==> src/rtl/pic_pkg.sv <==
// Shared types and constants for the PIC interrupt-acknowledge path.
package pic_pkg;

    // Acknowledge sequencer states
    typedef enum logic [2:0] {
        StIdle,
        StP1,
        StGap,
        StP2,
        StHold,
        StRecover
    } pic_state_e;

    localparam int unsigned PicVecW = 8;

    // 8086-mode vector layout: T7..T3 from ICW2, low three bits carry the IR level
    localparam logic [7:0] VecT7T3Mask  = 8'hF8;
    localparam logic [7:0] VecLevelMask = 8'h07;

endpackage

==> src/rtl/pic_sync2.sv <==
// Generic two-flop synchroniser with synchronous active-low reset.
module pic_sync2 #(
    parameter int unsigned Width = 1
) (
    input  logic             clk_i,
    input  logic             rst_ni,
    input  logic [Width-1:0] d_i,
    output logic [Width-1:0] q_o
);

    logic [Width-1:0] meta_q;
    logic [Width-1:0] sync_q;

    // Two-stage capture of an asynchronous input
    always_ff @(posedge clk_i) begin
        if (!rst_ni) begin
            meta_q <= '0;
            sync_q <= '0;
        end else begin
            meta_q <= d_i;
            sync_q <= meta_q;
        end
    end

    assign q_o = sync_q;

endmodule

==> src/rtl/pic_inta_sequencer.sv <==
// CPU-side 8086-mode interrupt acknowledge sequencer: issues two INTA pulses,
// captures the vector during the second and offers it over valid/ready.
// Optional build macro PIC_INTA_SPURIOUS_EN adds the 'spurious' output.
module pic_inta_sequencer
    import pic_pkg::*;
#(
    parameter int unsigned INTA_LOW_CYCLES = 2,
    parameter int unsigned INTA_GAP_CYCLES = 2,
    parameter int unsigned VEC_W           = PicVecW
) (
    input  logic             clk,
    input  logic             rst_n,
    input  logic             INT_Flag,
    input  logic             int_enable,
    input  logic [VEC_W-1:0] data_Bus,
    output logic             INTA,
    output logic [VEC_W-1:0] vector,
    output logic             vector_valid,
    input  logic             vector_ready,
    output logic             busy
`ifdef PIC_INTA_SPURIOUS_EN
    ,
    output logic             spurious
`endif
);

    localparam int unsigned MaxCyc = (INTA_LOW_CYCLES > INTA_GAP_CYCLES) ?
                                     INTA_LOW_CYCLES : INTA_GAP_CYCLES;
    localparam int unsigned CntW   = $clog2(MaxCyc + 1);
    localparam logic [CntW-1:0] LowLoad = CntW'(INTA_LOW_CYCLES - 1);
    localparam logic [CntW-1:0] GapLoad = CntW'(INTA_GAP_CYCLES - 1);

    pic_state_e       state_q, state_d;
    logic [CntW-1:0]  cnt_q, cnt_d;
    logic             inta_q, inta_d;
    logic [VEC_W-1:0] vector_q, vector_d;
    logic             valid_q, valid_d;
    logic             int_s;
    logic             cnt_done;
    logic             capture;
    logic             handshake;

    pic_sync2 #(
        .Width (1)
    ) u_int_sync (
        .clk_i  (clk),
        .rst_ni (rst_n),
        .d_i    (INT_Flag),
        .q_o    (int_s)
    );

    assign cnt_done  = (cnt_q == '0);
    assign capture   = (state_q == StP2) && cnt_done;
    assign handshake = valid_q && vector_ready;

    // State register plus counter, INTA flop and vector capture
    always_ff @(posedge clk) begin
        if (!rst_n) begin
            state_q  <= StIdle;
            cnt_q    <= '0;
            inta_q   <= 1'b1;
            vector_q <= '0;
            valid_q  <= 1'b0;
        end else begin
            state_q  <= state_d;
            cnt_q    <= cnt_d;
            inta_q   <= inta_d;
            vector_q <= vector_d;
            valid_q  <= valid_d;
        end
    end

    // Next-state: once P1 is entered the PIC is committed, so only timing matters
    always_comb begin
        state_d = state_q;
        case (state_q)
            StIdle:    if (int_s && int_enable) state_d = StP1;
            StP1:      if (cnt_done)            state_d = StGap;
            StGap:     if (cnt_done)            state_d = StP2;
            StP2:      if (cnt_done)            state_d = StHold;
            StHold:    if (handshake)           state_d = StRecover;
            StRecover: if (cnt_done)            state_d = StIdle;
            default:                            state_d = StIdle;
        endcase
    end

    // Outputs and datapath: INTA registered from next state so it never glitches
    always_comb begin
        inta_d   = !((state_d == StP1) || (state_d == StP2));
        cnt_d    = cnt_q;
        vector_d = vector_q;
        valid_d  = valid_q;
        if (state_d != state_q) begin
            case (state_d)
                StP1, StP2:       cnt_d = LowLoad;
                StGap, StRecover: cnt_d = GapLoad;
                default:          cnt_d = '0;
            endcase
        end else if (!cnt_done) begin
            cnt_d = cnt_q - CntW'(1);
        end
        if (capture) begin
            vector_d = data_Bus;
            valid_d  = 1'b1;
        end else if (handshake) begin
            valid_d  = 1'b0;
        end
    end

`ifdef PIC_INTA_SPURIOUS_EN
    logic flag_q, flag_d;
    logic spur_q, spur_d;

    // Sticky record of INT dropping before the PIC drives its vector
    always_ff @(posedge clk) begin
        if (!rst_n) begin
            flag_q <= 1'b0;
            spur_q <= 1'b0;
        end else begin
            flag_q <= flag_d;
            spur_q <= spur_d;
        end
    end

    // Flag clears on P1 entry; spurious follows the vector's lifetime
    always_comb begin
        flag_d = flag_q;
        spur_d = spur_q;
        if ((state_q == StIdle) && (state_d == StP1)) begin
            flag_d = 1'b0;
        end else if (((state_q == StP1) || (state_q == StGap)) && !int_s) begin
            flag_d = 1'b1;
        end
        if (capture) begin
            spur_d = flag_q;
        end else if (handshake) begin
            spur_d = 1'b0;
        end
    end

    assign spurious = spur_q;
`endif

    assign INTA         = inta_q;
    assign vector       = vector_q;
    assign vector_valid = valid_q;
    assign busy         = (state_q != StIdle);

endmodule

==> config.mk <==
export PLATFORM = sky130hd
export DESIGN_NAME = pic_inta_sequencer
export DESIGN_NICKNAME = d
export VERILOG_FILES = /design/src/rtl/pic_pkg.sv /design/src/rtl/pic_sync2.sv /design/src/rtl/pic_inta_sequencer.sv
export SDC_FILE = /design/constraint.sdc
export NUM_CORES = 1
export LEC_CHECK = 0
export ABC_AREA = 1
export CAP_MARGIN = 15
export CORE_MARGIN = 2
export CORE_UTILIZATION = 35
export CTS_CLUSTER_DIAMETER = 30
export DETAILED_ROUTE_END_ITERATION = 16
export HOLD_SLACK_MARGIN = 0.06
export PLACE_DENSITY = 0.7
export SETUP_SLACK_MARGIN = 0.4
export SLEW_MARGIN = 20
export SYNTH_ARGS = -nofsm -noshare
export SYNTH_HDL_FRONTEND = slang
export SYNTH_SLANG_ARGS = --single-unit
==> constraint.sdc <==
create_clock -name clk -period 3.1 [get_ports clk]
set_input_delay 0.93 -clock clk [delete_from_list [all_inputs] [get_ports clk]]
set_output_delay 0.93 -clock clk [all_outputs]
set_load 0.1 [all_outputs]
==> metrics.md <==
| Metric | Value |
|---|---|
| Outcome | `finished, final reports clean` |
| Max Cap Violations | `0` |
| Root buffer cell | `clkbuf_4` |
| Min-Delay Startpoint | `u_int_sync.meta_q$_SDFF_PN0_` |
| Clk pin slew, worst setup/hold paths | `0.09 ns` |
| GR Util met1 | `15.1%` |
| Routed Antenna Nets | `0` |
| Sequential Power Share | `33.0%` |
| DIE AREA | `2450 µm²` |
| FF+latch count, synth | `17` |
| Drt drc | `0` |
| Worst endpoint required time | `2.17 ns` |
| Final instance area | `between 900 and 1000 µm²` |
| Combinational family with the most area after synthesis | `simple AND/OR/NAND/NOR gates` |
| # nets final | `137` |
| WL/cell | `9.93 µm` |
| Global route overflow | `0` |
| Worst stage delay on the critical path | `0.43 ns` |
| Critical path peak fanout | `6` |
| First-pass GRT wire length | `~2.4 mm` |
| FF-to-FF setup slack | `1.59 ns` |
| CP top delay family | `flip-flops` |
| First-pass iteration count of the detailed router | `4` |
| P_leak | `approximately 0.46 nW` |
| Switching Power | `0.433 mW` |
| M3 GR Usage | `about 2.4%` |
| Critical R2R Launch | `cnt_q[0]$_SDFFE_PN0P_` |
| Worst setup path category | `flop to primary output` |
| Max_slew headroom | `74.6%` |
| Vias in the first global route | `591` |
| CP max-delay cell | `dfxtp_1` |
| Share of cells above drive strength 1 | `18.9%` |
| Sequential element share of the synthesized area | `47.0%` |
| Min Hold Slack | `0.418 ns` |
| Warnings, synthesis | `0` |
| Post-CTS Setup Repair Bufs | `0` |
| CTS tree | `done` |
| Skew-Pair Late Insertion Delay | `around 0.28 ns` |
| Setup Skew | `~0.003 ns` |
| Final setup TNS | `0 ns` |
| Die Wd | `between 40 and 50 µm` |
| Final Max Tran Viols | `0` |
| Synth area leader | `dfxtp_1` |
| Die Y-Extent | `49.5 µm` |
| Share of the synthesized area in the top cell type | `47.0%` |
| Sink of the worst hold path | `u_int_sync.q_o$_SDFF_PN0_` |
| Tcrit/Tclk final | `about 68%` |
| Initial antenna violation count | `0` |
| Vias | `660` |
| Critical path, cell by cell | `inv_1 -> nand3_1 -> buf_4` |
| DRT Wirelength | `approximately 1.5 mm` |
| WP data arrival | `1.19 ns` |
| Fraction of the mapped netlist area in simple logic gates | `29.2%` |
| Buf/Inv on CP | `2` |
| Largest net degree at the start of global routing | `14` |
| Vias per inst | `between 4 and 5` |
| Clock share of power | `12.7%` |
| Post-CTS Hold Buffers | `0` |
| Endpoints failing hold | `0` |
| GP Congestion | `0.794` |
| Reg2reg end | `cnt_q[0]$_SDFFE_PN0P_` |
| N_diodes | `0` |
| Setup violations, final | `0` |
| Total power draw | `0.874 mW` |
| H-tree lvl count | `1` |
| Worst hold stages | `2` |
| Area added between synthesis and finish | `33.2%` |
| Largest cells by area after synthesis | `dfxtp_1, nor2_1, nand2_1, o21ai_0, inv_1` |
| Placed inst area | `around 940 µm²` |
| GR peak layer | `met2` |
| Cts repair resizes | `0` |
| Unrepaired setup endpoints after global routing | `false` |
| Post-synthesis mux area share | `0%` |
| Starting density of the core | `36.9%` |
| Synth cell types | `18` |
| Max Freq | `472 MHz` |
| Fin util | `49.2%` |
| Met2 Resource Use GR | `20.9%` |
| Total global routing track utilization | `around an eighth` |
| P_int | `0.441 mW` |
| Complex-gate fraction of the synthesized area | `11.6%` |
| Startpoint types | `flop` |
| Max Buffers Root-to-Sink | `2` |
| Clk sink count | `17` |
| Final Non-Filler Cells | `149` |
| Worst slew pin tran | `0.380 ns` |
| Tmin final | `2.12 ns` |
| Hold crit path type | `flop to flop` |
| Row count | `16` |
| Worst setup EP type | `primary output` |
| Post-Syn Area per Cell | `7.47 µm²` |
| Pre-CTS WS | `0.925 ns` |
| Number of DRC markers in iteration 0 | `5` |
| Mapped cell area | `724 µm²` |
| Port buffer count | `23` |
| Max VDD drop | `0.000396 V` |
| # IOs | `24` |
| CORE AREA | `between 1500 and 2000 µm²` |
| Post-Place Cells | `145` |
| Combinational power share | `54.3%` |
| Adder-cell area share of the yosys netlist | `1.73%` |
| Syn Nets | `111` |
| Power Dens Cells | `906 nW/µm²` |
| Sw Share | `about half` |
| CTS buffer count | `3` |
| XOR/XNOR share of the synthesized area | `roughly 1.2%` |
| Final Worst Setup Slack | `0.980 ns` |
| Post-Syn Instances | `97` |
| Worst R2R Path Depth | `11` |
| DP HPWL | `1.14 mm` |
power by group through the flow:
stage	Clock (mW)	Combinational (mW)	Sequential, mW
after floorplan	0	0.308	0.384
after global placement	0	0.473	0.292
after detailed placement	0	0.477	0.293
after CTS	0.117	0.479	0.288
after global routing	0.122	0.515	0.292
final	0.111	0.475	0.288
kinds of logic (layout without fill, tap and decap cells):
group / count (synthesis) / count (layout)
AND/OR/NAND/NOR: 48 / 48
buffers and inverters: 14 / 39
AO/OA/AOI/OAI: 16 / 16
flip-flops: 17 / 17
adder cells (fa/ha/maj): 1 / 1
XOR/XNOR: 1 / 1
worst register-to-register path: cells and delay by family (launching register included):
| kind | cells | cell delay, ns |
|---|---|---|
| buffers and inverters | 1 | 0.05 |
| AOI/OAI and AO/OA | 1 | 0.14 |
| adders and majority gates | 1 | 0.28 |
| DFF | 1 | 0.35 |
| and+or+nand+nor | 8 | 0.64 |
how the worst max path moves through the flow:
stage	cells past startpoint	startpoint	slack [ns]	endpoint
final	3	state_q[0]$_SDFF_PN0_	0.98	busy
after detailed placement	9	vector_ready	0.93	cnt_q[0]$_SDFFE_PN0P_
after CTS	3	state_q[0]$_SDFF_PN0_	0.96	busy
after global routing	3	state_q[0]$_SDFF_PN0_	0.91	busy
after floorplan	2	state_q[1]$_SDFF_PN0_	0.98	busy
after global placement	8	vector_ready	0.94	cnt_q[0]$_SDFFE_PN0P_
state kept, by name, indices dropped and copies added (netlist names):
signal	cells
INTA	1
cnt_q	2
state_q	3
u_int_sync.meta_q	1
u_int_sync.q_o	1
vector	8
vector_valid	1
cell usage in the layout, fill, tap and decap left out:
master / count
inv_1: 10
nand4_1: 1
a21oi_2: 1
a21oi_1: 4
inv_2: 2
clkbuf_4: 3
nor2_1: 20
nor2_2: 1
ha_1: 1
nand2_1: 17
o21ai_0: 11
clkbuf_1: 1
nand3_2: 1
nor2_4: 1
buf_4: 11
nand3_1: 3
dfxtp_1: 17
clkdlybuf4s50_1: 12
nand2_2: 3
nor3_1: 1
xor2_1: 1
cells in the mapped netlist (all sizes together):
master / n
a21oi: 5
buf: 2
dfxtp: 17
ha: 1
inv: 12
nand2: 20
nand3: 4
nand4: 1
nor2: 22
nor3: 1
o21ai: 11
xor2: 1
cell type report:
type,instances,area (µm²)
Fill cell,219,997
Sequential cell,17,340
Multi-Input combinational cell,66,317
Timing Repair Buffer,23,203
Inverter,12,45.0
Tap cell,27,33.8
Clock buffer,4,26.3
per-layer routing:
| metal | up-vias | part of all wire [%] |
|---|---|---|
| met5 | - | 0 |
| met4 | 0 | 0.41 |
| met3 | 2 | 6.9 |
| met2 | 25 | 45 |
| met1 | 280 | 48 |
| li1 | 353 | - |
(Power assumes the default switching activity.)
